`src/rtl/uart_txq_pkg.sv`:
```
// Shared types and defaults for the UART transmit queue.
// State encoding, byte width, default FIFO depth and ack timeout.
package uart_txq_pkg;

    localparam int BYTE_W          = 8;
    localparam int DEF_DEPTH       = 16;
    localparam int DEF_AW          = 4;
    localparam int DEF_ACK_TIMEOUT = 255;

    typedef enum logic [1:0] {
        IDLE  = 2'd0,
        SETUP = 2'd1,
        REQ   = 2'd2,
        DRAIN = 2'd3
    } state_e;

endpackage

```
`src/rtl/uart_txq_fifo.sv`:
```
// DEPTH x 8 byte FIFO with wrap-around pointers and occupancy count.
// Ports: wr_en_i/wr_data_i push, rd_en_i pops head rd_data_o; full_o, empty_o, count_o.
module uart_txq_fifo
    import uart_txq_pkg::*;
#(
    parameter int DEPTH = DEF_DEPTH,
    parameter int AW    = DEF_AW
) (
    input  logic              clk,
    input  logic              rst,
    input  logic              wr_en_i,
    input  logic [BYTE_W-1:0] wr_data_i,
    input  logic              rd_en_i,
    output logic [BYTE_W-1:0] rd_data_o,
    output logic              full_o,
    output logic              empty_o,
    output logic [AW:0]       count_o
);

    logic [BYTE_W-1:0] mem [DEPTH];
    logic [AW-1:0]     wptr_q, rptr_q;
    logic [AW:0]       cnt_q, cnt_d;
    logic              do_wr, do_rd;

    assign full_o  = (cnt_q == (AW+1)'(DEPTH));
    assign empty_o = (cnt_q == '0);
    assign count_o = cnt_q;

    // A pop in the same cycle frees the slot, so a full FIFO still accepts.
    assign do_rd = rd_en_i && !empty_o;
    assign do_wr = wr_en_i && (!full_o || do_rd);

    assign rd_data_o = mem[rptr_q];

    always_comb begin
        cnt_d = cnt_q;
        unique case ({do_wr, do_rd})
            2'b10:   cnt_d = cnt_q + (AW+1)'(1);
            2'b01:   cnt_d = cnt_q - (AW+1)'(1);
            default: cnt_d = cnt_q;
        endcase
    end

    always_ff @(posedge clk) begin
        if (do_wr) begin
            mem[wptr_q] <= wr_data_i;
        end
    end

    always_ff @(posedge clk or posedge rst) begin
        if (rst) begin
            wptr_q <= '0;
            rptr_q <= '0;
            cnt_q  <= '0;
        end else begin
            cnt_q <= cnt_d;
            if (do_wr) wptr_q <= wptr_q + AW'(1);
            if (do_rd) rptr_q <= rptr_q + AW'(1);
        end
    end

endmodule

```
`src/rtl/uart_tx_queue.sv`:
```
// Byte queue feeding a UART parallel write port with a level wr/ack handshake.
// Ports: push/push_data in; full/empty/count/ovf/tmo status; clr clears stickies;
// uart_data/uart_wr/uart_ce out, uart_dbf in (async). Macro UART_TXQ_STATS_EN adds tx_cnt.
module uart_tx_queue
    import uart_txq_pkg::*;
#(
    parameter int DEPTH       = DEF_DEPTH,
    parameter int AW          = DEF_AW,
    parameter int ACK_TIMEOUT = DEF_ACK_TIMEOUT
) (
    input  logic              clk,
    input  logic              rst,
    input  logic              push,
    input  logic [BYTE_W-1:0] push_data,
    output logic              full,
    output logic              empty,
    output logic [AW:0]       count,
    output logic              ovf,
    output logic              tmo,
    input  logic              clr,
    output logic [BYTE_W-1:0] uart_data,
    output logic              uart_wr,
    output logic              uart_ce,
    input  logic              uart_dbf
`ifdef UART_TXQ_STATS_EN
    ,
    output logic [15:0]       tx_cnt
`endif
);

    localparam int TW = $clog2(ACK_TIMEOUT + 1);

    state_e            state_q, state_d;
    logic [BYTE_W-1:0] data_q, data_d, head;
    logic              wr_q, wr_d, ce_q, ce_d;
    logic [TW-1:0]     tcnt_q, tcnt_d;
    logic              ovf_q, ovf_d, tmo_q, tmo_d;
    logic              sync1_q, dbf_s_q;
    logic              pop, tmo_set, ovf_set;

    uart_txq_fifo #(
        .DEPTH(DEPTH),
        .AW   (AW)
    ) u_fifo (
        .clk      (clk),
        .rst      (rst),
        .wr_en_i  (push),
        .wr_data_i(push_data),
        .rd_en_i  (pop),
        .rd_data_o(head),
        .full_o   (full),
        .empty_o  (empty),
        .count_o  (count)
    );

    assign uart_data = data_q;
    assign uart_wr   = wr_q;
    assign uart_ce   = ce_q;
    assign ovf       = ovf_q;
    assign tmo       = tmo_q;

    always_comb begin
        state_d = state_q;
        data_d  = data_q;
        wr_d    = wr_q;
        ce_d    = ce_q;
        tcnt_d  = tcnt_q;
        pop     = 1'b0;
        tmo_set = 1'b0;
        unique case (state_q)
            IDLE: begin
                if (!empty && !dbf_s_q) begin
                    pop     = 1'b1;
                    data_d  = head;
                    ce_d    = 1'b1;
                    state_d = SETUP;
                end
            end
            SETUP: begin
                wr_d    = 1'b1;
                tcnt_d  = '0;
                state_d = REQ;
            end
            REQ: begin
                if (dbf_s_q) begin
                    wr_d    = 1'b0;
                    state_d = DRAIN;
                end else if (tcnt_q == TW'(ACK_TIMEOUT - 1)) begin
                    // wr has now been held for ACK_TIMEOUT cycles
                    tmo_set = 1'b1;
                    wr_d    = 1'b0;
                    ce_d    = 1'b0;
                    state_d = IDLE;
                end else begin
                    tcnt_d = tcnt_q + TW'(1);
                end
            end
            DRAIN: begin
                if (!dbf_s_q) begin
                    ce_d    = 1'b0;
                    state_d = IDLE;
                end
            end
            default: state_d = IDLE;
        endcase
    end

    // Full-and-popping is a legal push, not an overflow.
    assign ovf_set = push && full && !pop;
    assign ovf_d   = (ovf_q && !clr) || ovf_set;
    assign tmo_d   = (tmo_q && !clr) || tmo_set;

    always_ff @(posedge clk or posedge rst) begin
        if (rst) begin
            state_q <= IDLE;
            data_q  <= '0;
            wr_q    <= 1'b0;
            ce_q    <= 1'b0;
            tcnt_q  <= '0;
            ovf_q   <= 1'b0;
            tmo_q   <= 1'b0;
            sync1_q <= 1'b0;
            dbf_s_q <= 1'b0;
        end else begin
            state_q <= state_d;
            data_q  <= data_d;
            wr_q    <= wr_d;
            ce_q    <= ce_d;
            tcnt_q  <= tcnt_d;
            ovf_q   <= ovf_d;
            tmo_q   <= tmo_d;
            sync1_q <= uart_dbf;
            dbf_s_q <= sync1_q;
        end
    end

`ifdef UART_TXQ_STATS_EN
    logic [15:0] txc_q, txc_d;
    logic        acc;

    assign acc    = (state_q == REQ) && dbf_s_q;
    assign tx_cnt = txc_q;

    always_comb begin
        txc_d = clr ? 16'h0 : txc_q;
        if (acc) txc_d = txc_q + 16'h1;
    end

    always_ff @(posedge clk or posedge rst) begin
        if (rst) begin
            txc_q <= '0;
        end else begin
            txc_q <= txc_d;
        end
    end
`endif

endmodule

```
`config.mk`:
```
export PLATFORM = sky130hd
export DESIGN_NAME = uart_tx_queue
export DESIGN_NICKNAME = d
export VERILOG_FILES = /design/src/rtl/uart_txq_pkg.sv /design/src/rtl/uart_txq_fifo.sv /design/src/rtl/uart_tx_queue.sv
export SDC_FILE = /design/constraint.sdc
export NUM_CORES = 1
export LEC_CHECK = 0
export BUFFER_PORTS_ARGS = -buffer_cell sky130_fd_sc_hd__buf_2
export CORE_ASPECT_RATIO = 1.25
export CORE_MARGIN = 10
export CORE_UTILIZATION = 60
export CTS_CLUSTER_DIAMETER = 30
export DETAILED_ROUTE_END_ITERATION = 12
export HOLD_SLACK_MARGIN = 0.06
export PLACE_DENSITY = 0.78
export SETUP_SLACK_MARGIN = 0.15
export SLEW_MARGIN = 0
export SYNTH_ARGS = -nofsm -noshare
export SYNTH_HDL_FRONTEND = slang
export SYNTH_HIERARCHICAL = 1
export SYNTH_SLANG_ARGS = --single-unit
```
`constraint.sdc`:
```
create_clock -name clk -period 8.8 [get_ports clk]
set_input_delay 0 -clock clk [delete_from_list [all_inputs] [get_ports clk]]
set_output_delay 0 -clock clk [all_outputs]
set_load 0.005 [all_outputs]
```
==> results of run 1 <==
cell type report:
type                            instances  area share
Tap cell                              161      0.0247
Inverter                               12     0.00553
Sequential cell                       165       0.586
Clock buffer                           17      0.0523
Multi-Input combinational cell        205       0.275
Timing Repair Buffer                   47      0.0378
Clock inverter                         15      0.0189
synthesized netlist by cell type, types with 2 or more instances:
cell type	instances	area (sq um)
sky130_fd_sc_hd__buf_2	2	10.0
sky130_fd_sc_hd__ha_1	15	188
sky130_fd_sc_hd__mux4_2	10	225
sky130_fd_sc_hd__buf_6	3	33.8
sky130_fd_sc_hd__o21a_1	2	15.0
sky130_fd_sc_hd__nand2_1	20	75.1
sky130_fd_sc_hd__clkbuf_1	8	30.0
sky130_fd_sc_hd__nor2b_1	2	12.5
sky130_fd_sc_hd__nand2b_1	5	31.3
sky130_fd_sc_hd__o221ai_1	3	26.3
sky130_fd_sc_hd__nand4_1	4	25.0
sky130_fd_sc_hd__a211oi_1	2	15.0
sky130_fd_sc_hd__o21ai_0	4	20.0
sky130_fd_sc_hd__nor3b_1	3	22.5
sky130_fd_sc_hd__o22ai_1	2	12.5
sky130_fd_sc_hd__buf_1	3	11.3
sky130_fd_sc_hd__a21o_1	3	22.5
sky130_fd_sc_hd__a21oi_1	8	40.0
sky130_fd_sc_hd__nand3_1	4	20.0
sky130_fd_sc_hd__a31oi_1	2	12.5
sky130_fd_sc_hd__nor3_1	7	35.0
sky130_fd_sc_hd__dfrtp_1	37	926
sky130_fd_sc_hd__and2_1	18	113
sky130_fd_sc_hd__xnor2_1	8	70.1
sky130_fd_sc_hd__mux2_2	9	101
sky130_fd_sc_hd__o211ai_1	2	15.0
sky130_fd_sc_hd__inv_1	12	45.0
sky130_fd_sc_hd__a22o_1	3	26.3
sky130_fd_sc_hd__nand3b_1	2	15.0
sky130_fd_sc_hd__o21ai_1	4	20.0
sky130_fd_sc_hd__mux4_1	30	788
sky130_fd_sc_hd__edfxtp_1	128	3840
sky130_fd_sc_hd__nor2_1	9	33.8
final timing paths:
kind / cells after the start / start / slack, ns / to
worst max-delay path: 11 / u_fifo/count_o[0] / 5.38 / u_fifo/count_o[4]
worst min-delay path: 3 / rst / 0.21 / u_fifo/count_o[1]
worst max register to register: 11 / u_fifo/count_o[0] / 5.38 / u_fifo/count_o[4]
worst min register to register: 0 / sync1_q / 0.36 / dbf_s_q
max in group asynchronous: 3 / rst / 7.86 / tcnt_q[3]
min in group clk: 2 / uart_dbf / 0.25 / sync1_q
registers in the layout (all words and copies together) (netlist names):
| signal | flops |
|---|---|
| u_fifo/count_o | 5 |
| uart_ce | 1 |
| uart_data | 8 |
| u_fifo/rptr_q | 4 |
| tcnt_q | 8 |
| u_fifo/mem | 128 |
| state_q | 2 |
| sync1_q | 1 |
| ovf | 1 |
| u_fifo/wptr_q | 4 |
| tmo | 1 |
| dbf_s_q | 1 |
| uart_wr | 1 |
worst reg2reg max path, delay by kind of cell, from the launching register on:
kind / cells / cell delay (ns)
and+or+nand+nor: 5 / 1.35
AOI/OAI and AO/OA: 5 / 1.03
adders and majority gates: 1 / 0.44
DFF: 1 / 0.48
power by group:
group          switching (mW)  internal, mW  total, mW  leakage [nW]
registers               0.102         0.965       1.07          1.61
clock network           0.297         0.419      0.716         0.279
logic                   0.361         0.371      0.732          1.08
per-layer routing:
metal / GRT usage / routed length [um] / part of all wire
met1: 0.196 / 5460 / 0.41
met2: 0.295 / 7390 / 0.55
met3: 0.0409 / 502 / 0.037
met4: 0.0502 / 116 / 0.0086
met5: 0 / 0 / 0
logic make-up (layout without fill, tap and decap cells):
group           Yosys count  in the layout
flops                   165            165
simple gates             82             82
mux                      50             50
compound gates           48             48
buf+inv                  29             91
fa+ha+maj                16             16
xor+xnor                  9              9
per-stage QoR:
stage / hold slack (ns) / power, mW / std cells / util
floorplan: -0.123 / 1.61 / 399 / -
global placement: 0.0846 / 1.77 / 577 / 0.640
detailed placement: 0.0975 / 1.80 / 577 / 0.640
CTS: 0.199 / 2.53 / 622 / 0.701
global route: 0.240 / 2.64 / 622 / 0.701
finish: 0.214 / 2.51 / 622 / 0.701
repair_timing:
action                                 4_1_cts  5_1_grt
hold buffers                                13        0
resized for setup                            0        0
endpoints found under the hold margin      169        0
==> impl_metrics.yaml, run 1 <==
timing:
  timing_max_transition_violations_final: 0
  setup_viol_count_final: 0
  layout_min_cycle_time_ns: 3.42
  timing.setup.tns_ns: 0
  min_period_over_period: 0.389
  finalClockSkew_ns: 0.0120
  timing_worst_slew_pin_value_ns: 0.933
  slew_headroom: 0.377
  post-route-worst-setup-slack_ns: 5.38
  grt_setup_unrepaired: "false"
  max_freq_mhz: 292
  hold_viol_final: 0
setup_path:
  critPathMaxStageDelay_ns: 0.61
  critical-path-top-cell-by-count: "sky130_fd_sc_hd__nor2_1"
  worstSetupPathType: "reg2reg"
  worst_path_max_delay_cell: "sky130_fd_sc_hd__or4_4"
  critical_path.max_fanout: 6
  critical_path.endpoint_type: "flop"
  worst-path-buf-inv: 0
  crit_path_cell_trace: "or4_4 > nor2_1 > nor3b_2 > o21ai_1 > nor2_1 > fa_1 > a21o_1 > a21oi_1 > nand2_1 > o221ai_1 > o211ai_1"
  critPathRequiredTime_ns: 9.08
  start_kind: "flop"
  critical_path.top_delay_family: "simple AND/OR/NAND/NOR gates"
  worst-endpoint-arrival_ns: 3.71
cts:
  htreeDepth: 4
  clk_transition_reported_paths_ns: 0.07
  cts_num_sinks: 165
  clock_buffer_depth: 2
  cts-root-buf: "sky130_fd_sc_hd__clkbuf_16"
  cts_setup_buffers: 0
  total_clock_buffers_created_by_cts: 17
  clock_tree_from_tritoncts: "yes"
  insertion_delay_ns: 0.42
synthesis:
  post_synth_and_or_nand_nor_area_fraction: 0.0660
  synth-seq-area-share: 0.667
  post_synth_num_cell_types: 58
  synth-edff-count: 128
  synthFlopType: "sky130_fd_sc_hd__edfxtp_1"
  synth_mux_area_frac: 0.157
  synth_cells: 399
  synth_seq_cells: 165
  combinational_family_with_the_most_area_after_synthesis: "multiplexers"
  postSynthAreaPerCell_sq_um: 17.9
  synthesis.nets: 428
  ys_async_rst_share: 0.224
  synth_warnings: 6
  yosys.area_share.xor_xnor: 0.0110
  synthesis.area_sq_mm: 0.00715
  yosys.area_share.adder: 0.0291
  synth_compound_gate_area_share: 0.0488
layout:
  post-route-cell-area_sq_mm: 0.00814
  antennaDiodeCount: 0
  areaGrowthSynthToFinish_pct: 13.9
  final_cell_mix: "128 x sky130_fd_sc_hd__edfxtp_1, 37 x sky130_fd_sc_hd__dfrtp_1, 31 x sky130_fd_sc_hd__buf_2"
  multi_input_area_sq_mm: 0.00224
  layout_commonest_cell: "sky130_fd_sc_hd__edfxtp_1"
  regArea_sq_mm: 0.00477
  fin_nets: 477
  share_of_post_route_cells_with_drive_strength_above_1: 0.200
  final.fill_count: 688
placement:
  dp_worst_setup_slack_ns: 5.49
  post_dp_cell_area_sq_mm: 0.00743
  portBuffers: 31
  gp_congestion: 0.872
  place.detailed.hpwl_um: 8850
status:
  status: "finished clean"
route:
  detail_route.wl_per_cell_um: 21.7
  detailedRoute.firstPassIterationCount: 5
  drtIter0Drc: 344
  antenna_left: 0
  num_vias: 3815
  routed_wl_um: 13500
  drcViolationCount: 0
  routed_via_density: 6.13
global_route:
  number_of_antenna_violations_at_the_first_check_in_global_routing: 0
  grt_overflow: 0
  grt_max_degree: 36
  global_route.usage.total: 0.166
  first_global_vias: 3938
  grt_first_pass_wirelength_um: 21700
floorplan:
  placeableCoreArea_sq_mm: 0.0116
  start_util: 0.615
  floorplan.die.height_um: 142
  chip_width_um: 118
  design.portCount: 32
  die-area_sq_mm: 0.0167
  fp-row-count: 44
run:
  drv.max_cap_violation_count: 0
pwr:
  total_leakage_power_nw: 2.97
  power.density_mw_per_mm2: 309
  max-vdd-ir-drop_v: 0.000152
min_path:
  min_path_type: "in2async"
Note: power is estimated with default switching activity, not from simulation.
==> run 2: changes to the inputs <==
--- a/config.mk
+++ b/config.mk
@@ -8,11 +8,11 @@
 export BUFFER_PORTS_ARGS = -buffer_cell sky130_fd_sc_hd__buf_2
 export CORE_ASPECT_RATIO = 1.25
 export CORE_MARGIN = 10
-export CORE_UTILIZATION = 60
+export CORE_UTILIZATION = 55
 export CTS_CLUSTER_DIAMETER = 30
 export DETAILED_ROUTE_END_ITERATION = 12
 export HOLD_SLACK_MARGIN = 0.06
-export PLACE_DENSITY = 0.78
+export PLACE_DENSITY = 0.75
 export SETUP_SLACK_MARGIN = 0.15
 export SLEW_MARGIN = 0
 export SYNTH_ARGS = -nofsm -noshare
==> constraint.sdc (replaced) <==
create_clock -name clk -period 2.8 [get_ports clk]
set_input_delay 0 -clock clk [delete_from_list [all_inputs] [get_ports clk]]
set_output_delay 0 -clock clk [all_outputs]
set_load 0.005 [all_outputs]
==> run 2 against run 1 <==
Clock power rose to 3.3 times the previous value. Non-clock buffer count up 20. Cell count rose by 4.2%. Clock skew is 0.0055 ns lower. Sequential share of layout area decreased by 2.3 points. Critical path depth is the same. Hold slack lost 0.18 ns.
==> impl_metrics.yaml, run 2 (synthesis gave the netlist of run 1 again) <==
layout:
  largest_register: "u_fifo/mem"
  antennaDiodeCount: 0
  fin_nets: 497
  largest_reg_flops: 128
  layout_commonest_cell: "sky130_fd_sc_hd__edfxtp_1"
  areaGrowthSynthToFinish_pct: 18.5
  final_cell_mix: "128 x sky130_fd_sc_hd__edfxtp_1, 35 x sky130_fd_sc_hd__dfrtp_1, 31 x sky130_fd_sc_hd__buf_2"
  share_of_post_route_cells_with_drive_strength_above_1: 0.283
cts:
  clk_transition_reported_paths_ns: 0.06
  cts-root-buf: "sky130_fd_sc_hd__clkbuf_16"
  clock_buffer_depth: 2
  insertion_delay_ns: 0.42
  cts_num_sinks: 165
  htreeDepth: 4
  clock_tree_from_tritoncts: "yes"
  total_clock_buffers_created_by_cts: 17
placement:
  dp_worst_setup_slack_ns: 0.101
  gp_congestion: 0.863
  portBuffers: 31
  place.detailed.hpwl_um: 9260
route:
  routed_wl_um: 14000
  detail_route.wl_per_cell_um: 21.5
  num_vias: 3888
  routed_via_density: 6.00
  drcViolationCount: 0
  drtIter0Drc: 321
  antenna_left: 0
  detailedRoute.firstPassIterationCount: 4
floorplan:
  design.portCount: 32
  chip_width_um: 122
  die-area_sq_mm: 0.0180
  placeableCoreArea_sq_mm: 0.0127
  fp-row-count: 46
  floorplan.die.height_um: 147
  start_util: 0.562
timing:
  layout_min_cycle_time_ns: 2.66
  max_freq_mhz: 377
  setup_viol_count_final: 0
  finalClockSkew_ns: 0.00650
  hold_viol_final: 0
  post-route-worst-setup-slack_ns: 0.145
  slew_headroom: 0.387
  grt_setup_unrepaired: "true"
  fin_worst_hold_slack_ns: 0.0317
  timing_max_transition_violations_final: 0
  min_period_over_period: 0.948
  timing_worst_slew_pin_value_ns: 0.918
setup_path:
  worst_path_max_delay_cell: "sky130_fd_sc_hd__or4_4"
  critical_path.top_delay_family: "simple AND/OR/NAND/NOR gates"
  worst-path-buf-inv: 0
  critical-path-top-cell-by-count: "sky130_fd_sc_hd__nor2_4"
  worst-endpoint-arrival_ns: 2.95
  critical_path.max_fanout: 5
  start_kind: "flop"
  critPathRequiredTime_ns: 3.09
  crit_path_cell_trace: "or4_4 > nor2_4 > nor3b_4 > o21ai_4 > nor2_4 > fa_2 > a21o_1 > a21oi_4 > nand2_1 > o221ai_1 > o211ai_1"
  critPathMaxStageDelay_ns: 0.60
  critical_path.endpoint_type: "flop"
  worstSetupPathType: "reg2reg"
global_route:
  grt_first_pass_wirelength_um: 22100
  grt.met3_usage: 0.0465
  first_global_vias: 3993
  grt_overflow: 0
  grt_max_degree: 36
  met2_usage: 0.272
  number_of_antenna_violations_at_the_first_check_in_global_routing: 0
  global_route.usage.total: 0.162
  gr-max-usage-layer: "met2"
  use_met1: 0.192
pwr:
  max-vdd-ir-drop_v: 0.000542
  total_leakage_power_nw: 3.11
  power.density_mw_per_mm2: 986
  design_power_total_mw: 8.35
run:
  drv.max_cap_violation_count: 0
min_path:
  min_path_type: "in2reg"
status:
  status: "finished clean"
[run 2: power breakdown]
group | internal [mW] | total [mW] | switching [mW]
Sequential | 3.03 | 3.28 | 0.250
Combinational | 1.37 | 2.73 | 1.35
Clock | 1.41 | 2.34 | 0.935
Total | 5.82 | 8.35 | 2.54
[run 2: path summary, 6_finish.rpt]
check | from | end | slack [ns] | depth (start not counted)
max | u_fifo/count_o[1] | u_fifo/count_o[4] | 0.14 | 11
min | push | u_fifo/count_o[2] | 0.03 | 2
max reg2reg | u_fifo/count_o[1] | u_fifo/count_o[4] | 0.14 | 11
min reg2reg | sync1_q | dbf_s_q | 0.35 | 0
max in group asynchronous | rst | uart_data[7] | 1.89 | 3
min in group asynchronous | rst | u_fifo/count_o[3] | 0.16 | 3
[run 2: timing repair]
| item | CTS | global route |
|---|---|---|
| hold endpoints to repair | 169 | 0 |
| hold buffers | 12 | 0 |
| pin swaps | 3 | 8 |
| setup buffers | 1 | 2 |
| gates resized for setup | 8 | 10 |
| setup endpoints to repair | 58 | 102 |
[run 2: final cells by class]
cell class,instances,area [sq um]
clock buffers,17,425
clock inverters,14,175
fillers,819,4250
inverters,12,45.0
multi-input cells,205,2350
flip-flops and latches,165,4770
well taps,168,210
repair buffers,67,493
[run 2: worst reg2reg max path: stages (launching register included)]
cell and delay, ns:
sky130_fd_sc_hd__dfrtp_2 0.40, sky130_fd_sc_hd__or4_4 0.60, sky130_fd_sc_hd__nor2_4 0.17, sky130_fd_sc_hd__nor3b_4 0.07, sky130_fd_sc_hd__o21ai_4 0.08, sky130_fd_sc_hd__nor2_4 0.09, sky130_fd_sc_hd__fa_2 0.38, sky130_fd_sc_hd__a21o_1 0.20
sky130_fd_sc_hd__a21oi_4 0.16, sky130_fd_sc_hd__nand2_1 0.07, sky130_fd_sc_hd__o221ai_1 0.18, sky130_fd_sc_hd__o211ai_1 0.12
[run 2: per-stage QoR]
| step | area (sq um) | utilization | setup TNS, ns | std cells |
|---|---|---|---|---|
| global route | 8470 | 0.666 | 0 | 648 |
| floorplan | 7200 | - | -0.318 | 399 |
| finish | 8470 | 0.666 | 0 | 648 |
| global placement | 7650 | 0.602 | 0 | 602 |
| detailed placement | 7650 | 0.602 | 0 | 602 |
| CTS | 8400 | 0.660 | 0 | 646 |
[run 2: routing by layer]
layer / share of wire / wire length (um) / vias up
met2: 0.54 / 7470 / 104
li1: - / - / 1750
met5: 0 / 0 / -
met4: 0.015 / 215 / 0
met1: 0.40 / 5580 / 2017
met3: 0.050 / 691 / 17
==> run 3: changes to the inputs <==
--- a/config.mk
+++ b/config.mk
@@ -12,7 +12,7 @@
 export CTS_CLUSTER_DIAMETER = 30
 export DETAILED_ROUTE_END_ITERATION = 12
 export HOLD_SLACK_MARGIN = 0.06
-export PLACE_DENSITY = 0.75
+export PLACE_DENSITY_LB_ADDON = 0.12
 export SETUP_SLACK_MARGIN = 0.15
 export SLEW_MARGIN = 0
 export SYNTH_ARGS = -nofsm -noshare
==> run 3 against run 2 <==
Largest cell class unchanged. Sequential power about the same. Combinational power decreased by 4%. Via count decreased by 3.0%. Clock-buffer cell count unchanged. Power decreased by 0.27%. Flip-flop and latch count unchanged. Hold slack improved by 0.15 ns. Core utilization decreased by 0.51 points. Global-route usage decreased by 0.37 points. Setup slack improved by 0.053 ns. Sequential share of layout area increased by 0.44 points.
==> impl_metrics.yaml, run 3 (synthesis gave the netlist of run 1 again) <==
layout:
  antennaDiodeCount: 0
  largest_register: "u_fifo/mem"
  share_of_post_route_cells_with_drive_strength_above_1: 0.282
  final_util: 0.661
  fin_nets: 488
  layout_commonest_cell: "sky130_fd_sc_hd__edfxtp_1"
  largest_reg_flops: 128
  final_cell_mix: "128 x sky130_fd_sc_hd__edfxtp_1, 35 x sky130_fd_sc_hd__dfrtp_1, 31 x sky130_fd_sc_hd__buf_2"
  areaGrowthSynthToFinish_pct: 17.6
  fin_cells: 640
cts:
  cts_num_sinks: 165
  clock_buffer_depth: 2
  insertion_delay_ns: 0.42
  cts-root-buf: "sky130_fd_sc_hd__clkbuf_16"
  clk_transition_reported_paths_ns: 0.06
  htreeDepth: 4
  clock_tree_from_tritoncts: "yes"
  total_clock_buffers_created_by_cts: 17
setup_path:
  critical_path.max_fanout: 5
  r2r_cells: 10
  worst-endpoint-arrival_ns: 2.93
  critPathMaxStageDelay_ns: 0.57
  crit_path_cell_trace: "or4_4 > buf_6 > o21ai_4 > nor2_4 > ha_1 > a21o_1 > a21oi_2 > xnor2_2 > o221ai_1 > a211oi_1"
  critPathCapture: "u_fifo/count_o[3]"
  ff2ff_setup_slack_ns: 0.20
  worst_r2r_endpoint: "u_fifo/count_o[3]"
  worstSetupPathType: "reg2reg"
  worst_path_max_delay_cell: "sky130_fd_sc_hd__or4_4"
  critical_path.startpoint: "u_fifo/count_o[0]"
  critPathRequiredTime_ns: 3.13
  critical_path.endpoint_type: "flop"
  start_kind: "flop"
  r2r_start: "u_fifo/count_o[0]"
route:
  drcViolationCount: 0
  antenna_left: 0
  detailedRoute.firstPassIterationCount: 4
  routed_via_density: 5.89
  routed_wl_um: 13600
  num_vias: 3770
  detail_route.wl_per_cell_um: 21.3
  drtIter0Drc: 297
floorplan:
  floorplan.die.height_um: 147
  fp-row-count: 46
  die-area_sq_mm: 0.0180
  chip_width_um: 122
  start_util: 0.562
  placeableCoreArea_sq_mm: 0.0127
  design.portCount: 32
placement:
  placed_cells_incl_taps: 593
  place.detailed.hpwl_um: 9280
  gp_congestion: 0.833
  portBuffers: 31
timing:
  layout_min_cycle_time_ns: 2.60
  setup_viol_count_final: 0
  grt_setup_unrepaired: "true"
  finalClockSkew_ns: 0.00847
  min_period_over_period: 0.929
  hold_viol_final: 0
  max_freq_mhz: 384
  slew_headroom: 0.380
  timing_max_transition_violations_final: 0
  timing_worst_slew_pin_value_ns: 0.928
global_route:
  first_global_vias: 3858
  global_route.usage.total: 0.158
  number_of_antenna_violations_at_the_first_check_in_global_routing: 0
  grt_overflow: 0
  grt_max_degree: 36
  grt_first_pass_wirelength_um: 21500
pwr:
  power.density_mw_per_mm2: 991
  max-vdd-ir-drop_v: 0.000528
  total_leakage_power_nw: 3.08
  design_power_total_mw: 8.33
run:
  drv.max_cap_violation_count: 0
min_path:
  min_path_type: "in2async"
status:
  status: "finished clean"
-- run 3: worst min path at each step --
stage          startpoint           endpoint  depth (start not counted)
3_5_place_dp          rst  u_fifo/count_o[3]                          2
3_3_place_gp          rst  u_fifo/count_o[3]                          2
2_1_floorplan         rst  u_fifo/count_o[2]                          1
6_report              rst  u_fifo/count_o[3]                          3
4_1_cts               rst  u_fifo/count_o[3]                          3
5_1_grt          uart_dbf            sync1_q                          2
-- run 3: worst max-delay path, delay by kind of cell (launching register included) --
family / cells / cell delay, ns
compound gates: 5 / 0.89
simple gates: 2 / 0.66
flops: 1 / 0.40
fa+ha+maj: 1 / 0.28
buf+inv: 1 / 0.15
xor+xnor: 1 / 0.15
-- run 3: metrics by stage --
stage               area (sq um)  hold slack (ns)  worst slack, ns  setup TNS, ns
floorplan                   7200           -0.123           -0.147         -0.318
global placement            7560           0.0836            0.174              0
detailed placement          7560           0.0834           0.0496              0
CTS                         8340            0.174            0.157              0
global route                8410            0.221           0.0687              0
finish                      8410            0.178            0.198              0
-- run 3: report_power, final --
part | switching, mW | internal, mW | total [mW]
clock network | 0.935 | 1.50 | 2.44
logic | 1.28 | 1.32 | 2.61
registers | 0.256 | 3.03 | 3.29
-- run 3: repair_timing --
action                                 CTS  global route
setup buffers                            0             2
endpoints found under the hold margin  170             0
pin swaps                                0             5
hold buffers                            13             0
setup endpoints to repair              114           130
resized for setup                       15            10
-- run 3: area by class of cell --
type,instances,area (sq um)
flip-flops and latches,165,4770
fillers,883,4310
multi-input cells,205,2340
clock buffers,17,425
repair buffers,58,407
well taps,168,210
clock inverters,15,204
inverters,12,45.0
-- run 3: metal layers --
metal	track usage	vias up	routed length [um]
met5	0	-	0
met4	0.0573	0	107
met3	0.0465	8	642
met2	0.259	95	7170
met1	0.194	1935	5720
li1	-	1732	-
